==> config.mk <==
export PLATFORM = sky130hd
export DESIGN_NAME = serial_add_ctrl
export DESIGN_NICKNAME = d
export VERILOG_FILES = /design/src/rtl/serial_add_ctrl.sv
export SDC_FILE = /design/constraint.sdc
export NUM_CORES = 1
export LEC_CHECK = 0
export CORE_MARGIN = 2
export CORE_UTILIZATION = 38
export CTS_BUF_LIST = sky130_fd_sc_hd__clkbuf_16
export CTS_CLUSTER_SIZE = 14
export DETAILED_ROUTE_END_ITERATION = 6
export GPL_ROUTABILITY_DRIVEN = 0
export REMOVE_ABC_BUFFERS = 1
export SLEW_MARGIN = 40
export SYNTH_ARGS = -nofsm -noshare
export SYNTH_HDL_FRONTEND = slang
export SYNTH_SLANG_ARGS = --single-unit
==> constraint.sdc <==
create_clock -name clk_i -period 4.6 [get_ports clk_i]
set_input_delay 0.69 -clock clk_i [delete_from_list [all_inputs] [get_ports clk_i]]
set_output_delay 0.69 -clock clk_i [all_outputs]
set_load 0.02 [all_outputs]
==> src/rtl/serial_add_ctrl.sv <==
// serial_add_ctrl
//   Bit-serial adder controller that drives a single external full_adder.
//   Operands are captured over a valid/ready handshake. One bit-slice per
//   cycle is then presented to the full adder, LSB first, and its sum and
//   carry are captured. The finished WIDTH-bit sum and carry-out are
//   returned over a second valid/ready handshake. This trades latency
//   (WIDTH cycles per add) for area: one full adder serves any WIDTH.
//
// Ports
//   clk_i        in   1      rising-edge clock
//   rst_i        in   1      asynchronous active-high reset
//   in_valid_i   in   1      operand request valid
//   in_ready_o   out  1      operands can be accepted (IDLE only)
//   a_i, b_i     in   WIDTH  operands
//   cin_i        in   1      carry-in
//   fa_abc_o     out  3      to full adder: {carry, b bit, a bit}
//   fa_sum_i     in   1      full adder sum
//   fa_carry_i   in   1      full adder carry
//   out_valid_o  out  1      result valid (DONE only)
//   out_ready_i  in   1      downstream takes the result
//   sum_o        out  WIDTH  result sum
//   cout_o       out  1      result carry-out
//   busy_o       out  1      operation in progress or result pending
module serial_add_ctrl #(
   parameter int WIDTH = 8
) (
   input  logic             clk_i,
   input  logic             rst_i,
   input  logic             in_valid_i,
   output logic             in_ready_o,
   input  logic [WIDTH-1:0] a_i,
   input  logic [WIDTH-1:0] b_i,
   input  logic             cin_i,
   output logic [2:0]       fa_abc_o,
   input  logic             fa_sum_i,
   input  logic             fa_carry_i,
   output logic             out_valid_o,
   input  logic             out_ready_i,
   output logic [WIDTH-1:0] sum_o,
   output logic             cout_o,
   output logic             busy_o
);

   localparam int CNT_W = (WIDTH > 1) ? $clog2(WIDTH) : 1;
   localparam logic [CNT_W-1:0] LAST_CNT = CNT_W'(WIDTH - 1);

   typedef enum logic [1:0] {
      IDLE  = 2'd0,
      SHIFT = 2'd1,
      DONE  = 2'd2
   } state_t;

   state_t           state;
   state_t           next_state;
   logic [WIDTH-1:0] a_sh;
   logic [WIDTH-1:0] b_sh;
   logic [WIDTH-1:0] sum_sh;
   logic             carry_q;
   logic [CNT_W-1:0] cnt;
   logic             accept;
   logic             last_slice;

   // State register. Reset drops straight back to IDLE, which abandons
   // any operation in flight without producing a result.
   always_ff @(posedge clk_i or posedge rst_i) begin
      if (rst_i) begin
         state <= IDLE;
      end else begin
         state <= next_state;
      end
   end

   // Next-state and handshake decode. All outputs are decoded from the
   // registered state only, so in_ready_o never depends combinationally
   // on out_ready_i. The full adder sees zeros whenever no slice is being
   // processed, so it does not toggle while the block is idle or stalled.
   always_comb begin
      next_state  = state;
      in_ready_o  = 1'b0;
      out_valid_o = 1'b0;
      busy_o      = 1'b0;
      fa_abc_o    = 3'b000;
      accept      = 1'b0;
      last_slice  = (cnt == LAST_CNT);
      case (state)
         IDLE: begin
            in_ready_o = 1'b1;
            accept     = in_valid_i;
            if (in_valid_i) begin
               next_state = SHIFT;
            end
         end
         SHIFT: begin
            busy_o   = 1'b1;
            fa_abc_o = {carry_q, b_sh[0], a_sh[0]};
            if (last_slice) begin
               next_state = DONE;
            end
         end
         DONE: begin
            busy_o      = 1'b1;
            out_valid_o = 1'b1;
            if (out_ready_i) begin
               next_state = IDLE;
            end
         end
         default: begin
            next_state = IDLE;
         end
      endcase
   end

   // Datapath. On accept the operands and carry-in are loaded and the
   // result register is cleared. Each SHIFT cycle consumes the LSB of both
   // operands and pushes the new sum bit in at the top, so after WIDTH
   // cycles the first sum bit has reached bit 0. carry_q doubles as the
   // running carry and, once finished, as the carry-out. The counter holds
   // on the last slice instead of wrapping; it is reloaded on the next
   // accept. Nothing changes in IDLE or DONE, so the last result stays
   // visible until the next operation is accepted.
   always_ff @(posedge clk_i or posedge rst_i) begin
      if (rst_i) begin
         a_sh    <= '0;
         b_sh    <= '0;
         sum_sh  <= '0;
         carry_q <= 1'b0;
         cnt     <= '0;
      end else if (accept) begin
         a_sh    <= a_i;
         b_sh    <= b_i;
         sum_sh  <= '0;
         carry_q <= cin_i;
         cnt     <= '0;
      end else if (state == SHIFT) begin
         a_sh    <= a_sh >> 1;
         b_sh    <= b_sh >> 1;
         sum_sh  <= {fa_sum_i, sum_sh[WIDTH-1:1]};
         carry_q <= fa_carry_i;
         if (!last_slice) begin
            cnt <= cnt + CNT_W'(1);
         end
      end
   end

   assign sum_o  = sum_sh;
   assign cout_o = carry_q;

endmodule

==> results.py <==
metrics = {
    "outcome": {
        "status": "finished, final reports clean",
    },
    "synthesis": {
        "yosys-top-cells-area": "dfrtp_1 (50%), mux2i_1 (17%), ha_1 (5.8%), buf_6 (5.3%), o21ai_1 (4.7%)",
        "synthXorXnorAreaFrac_pct": 0.584,
        "synth_warnings": 0,
        "synth_cell_types": 16,
        "synth.largest_area_cell": "dfrtp_1",
        "syn_inst": 131,
        "synth_top_family_by_area": "multiplexers",
        "ys_seq_area_share_pct": 50.0,
        "synth_top_area_share_pct": 50.0,
        "yosys.area_share.adder_pct": 5.84,
        "synth_compound_area_share_pct": 7.42,
        "synth-seq-cells": 30,
        "avgSynthCellArea_um2": 11.5,
        "synth-simple-area-share_pct": 10.4,
        "yosys-mux-area-fraction_pct": 18.7,
        "syn_area_um2": 1500,
    },
    "timing": {
        "rsz0062_at_grt": "false",
        "final.setup.tns_ns": 0,
        "fin_skew_ns": 0.00357,
        "slew_violations": 0,
        "layout_min_cycle_time_ns": 2.77,
        "finalHoldViolCount": 0,
        "worst_pin_slew_ns": 0.623,
        "setup_viol": 0,
        "fmax_mhz": 361,
        "slew_headroom_pct": 58.4,
        "min_period_over_period_pct": 60.2,
    },
    "worst_setup_path": {
        "r2r_start": "state[1]",
        "worst_ep_required_time_ns": 3.91,
        "r2r_slack_ns": 2.50,
        "path_cells": "inv_1 -> ha_2 -> and2_1 -> clkdlybuf4s50_1",
        "crit_slowest_cell": "clkdlybuf4s50_1",
        "cp_max_fo": 17,
        "max_stage_delay_ns": 0.59,
        "endpoint_kind": "output port",
        "rr_worst_depth": 6,
        "path_buf_inv": 2,
        "critical-path-top-delay-family": "buffers and inverters",
        "critical_path.startpoint_type": "flop",
        "r2r-end": "state[0]",
        "cp.arrival_ns": 2.08,
        "worstSetupPathType": "reg2out",
    },
    "layout": {
        "final_nets": 199,
        "drive_gt1_share_pct": 8.82,
        "final_common_cell": "clkdlybuf4s50_1",
        "diodes": 0,
        "area_delta_synth_final_pct": 33.5,
        "most-common-layout-cells": "clkdlybuf4s50_1 (37), dfrtp_1 (30), mux2i_1 (25)",
        "stdcell_area_um2": 2000,
    },
    "floorplan": {
        "die_w_um": 66.8,
        "initial_utilization_pct": 40.4,
        "dieArea_um2": 4470,
        "core_um2": 3720,
        "io_pins": 38,
        "rows": 22,
        "die_y_um": 66.8,
    },
    "detailed_routing": {
        "viasPerCell": 4.79,
        "drt-initial-drc-count": 50,
        "via_count": 1044,
        "ant_nets": 0,
        "first_pass_iters": 6,
        "wire_per_inst_um": 12.7,
        "drc": 0,
        "wirelength_um": 2770,
    },
    "job": {
        "drv_cap": 0,
    },
    "grt": {
        "grtUsageTotal_pct": 14.5,
        "grt_pass1_vias": 1017,
        "grt_max_degree": 46,
        "grt_pass1_wl_um": 4560,
        "grt_overflow": 0,
        "antenna_found_initial": 0,
    },
    "power_and_ir_drop": {
        "p_int_mw": 0.881,
        "p_seq_share_pct": 32.4,
        "power_frac_comb_pct": 45.1,
        "clkPwrFrac_pct": 22.5,
        "ir_worst_vdd_uv": 271,
        "switching_share_pct": 35.4,
        "switchingPower_mw": 0.483,
        "p_per_area_nw_per_um2": 681,
        "power.leakage_nw": 0.896,
    },
    "cts": {
        "post_cts_buffers": 0,
        "cts_buffer_depth": 2,
        "cts_root_buf": "clkbuf_16",
        "tritoncts": "built",
        "worst_skew_pair.late_latency_ns": 0.28,
        "cts_sinks": 30,
        "cts.clk_slew.worst_paths_ns": 0.05,
        "cts_max_level": 2,
        "cts_buffers": 5,
        "ctsHoldBuffers": 0,
        "cts-resized-gates": 0,
    },
    "placed_design": {
        "io_buffers": 37,
        "post-dp-hpwl_um": 1860,
        "place_area_um2": 1860,
    },
    "min_path": {
        "holdCritStartpoint": "sum_o[0]",
        "holdPathStages": 2,
        "min_path_type": "reg2reg",
        "holdPathEnd": "sum_o[0]",
    },
}
[routing by layer]
| metal | track usage, % | up-vias | wire length [um] | part of all wire [%] |
|---|---|---|---|---|
| met3 | 7.60 | 6 | 239 | 8.6 |
| met2 | 22.1 | 33 | 1290 | 47 |
| li1 | - | 515 | - | - |
| met4 | 6.12 | 0 | 53 | 1.9 |
| met5 | 0 | - | 0 | 0 |
| met1 | 17.0 | 490 | 1180 | 43 |
[power by group through the flow]
| stage | clock (mW) | combinational [mW] | sequential [mW] |
|---|---|---|---|
| 2_1_floorplan | 0 | 0.409 | 0.457 |
| 3_3_place_gp | 0 | 0.602 | 0.440 |
| 3_5_place_dp | 0 | 0.622 | 0.444 |
| 4_1_cts | 0.318 | 0.626 | 0.442 |
| 5_1_grt | 0.333 | 0.676 | 0.456 |
| 6_report | 0.306 | 0.615 | 0.442 |
[registers in the layout, indices dropped and copies added, names as in the netlist]
register  cells
a_sh          8
b_sh          8
cnt           3
cout_o        1
state         2
sum_o         8
[final cells by class]
type,instances,area (um2)
Fill cell,363,1710
Sequential cell,30,751
Multi-Input combinational cell,88,647
Timing Repair Buffer,39,385
Clock buffer,5,125
Tap cell,48,60.1
Inverter,5,18.8
Clock inverter,3,16.3
[cells by family (layout without fill, tap and decap cells)]
logic type	after synthesis	in the layout
mux	27	27
compound gates	18	18
buf+inv	13	52
flops	30	30
fa+ha+maj	7	7
xor+xnor	1	1
simple gates	35	35
[how the worst max path moves through the flow]
stage                     slack, ns  depth (start not counted)          end  startpoint
after floorplan                2.15                          3  fa_abc_o[0]    state[1]
after global placement         1.92                          4  fa_abc_o[2]    state[1]
after detailed placement       1.87                          4  fa_abc_o[1]    state[1]
after CTS                      1.57                          4  fa_abc_o[1]    state[1]
after global routing           1.69                          4  fa_abc_o[1]    state[1]
final                          1.83                          4  fa_abc_o[2]    state[1]
[worst min-delay path, delay by kind of cell, from the launching register on]
family / cells / cell delay [ns]
DFF: 1 / 0.34
muxes: 1 / 0.07
and+or+nand+nor: 1 / 0.08
[per-stage QoR]
stage / util, % / hold WS [ns] / std cells / total power, mW / setup slack, ns
6_report: 53.9 / 0.523 / 218 / 1.36 / 1.83
5_1_grt: 53.9 / 0.546 / 218 / 1.47 / 1.69
4_1_cts: 53.8 / 0.535 / 218 / 1.38 / 1.57
3_5_place_dp: 50.0 / 0.518 / 210 / 1.07 / 1.87
3_3_place_gp: 50.0 / 0.507 / 210 / 1.04 / 1.92
2_1_floorplan: - / 0.490 / 123 / 0.866 / 2.15
[synth_stat cells (all sizes together)]
library cell	number
a221oi	1
and2	4
buf	8
dfrtp	30
ha	7
inv	5
mux2	2
mux2i	25
nand2	17
nand2b	2
nor2	11
nor2b	1
o21ai	17
xnor2	1
Power figures use the tool's default switching activity.
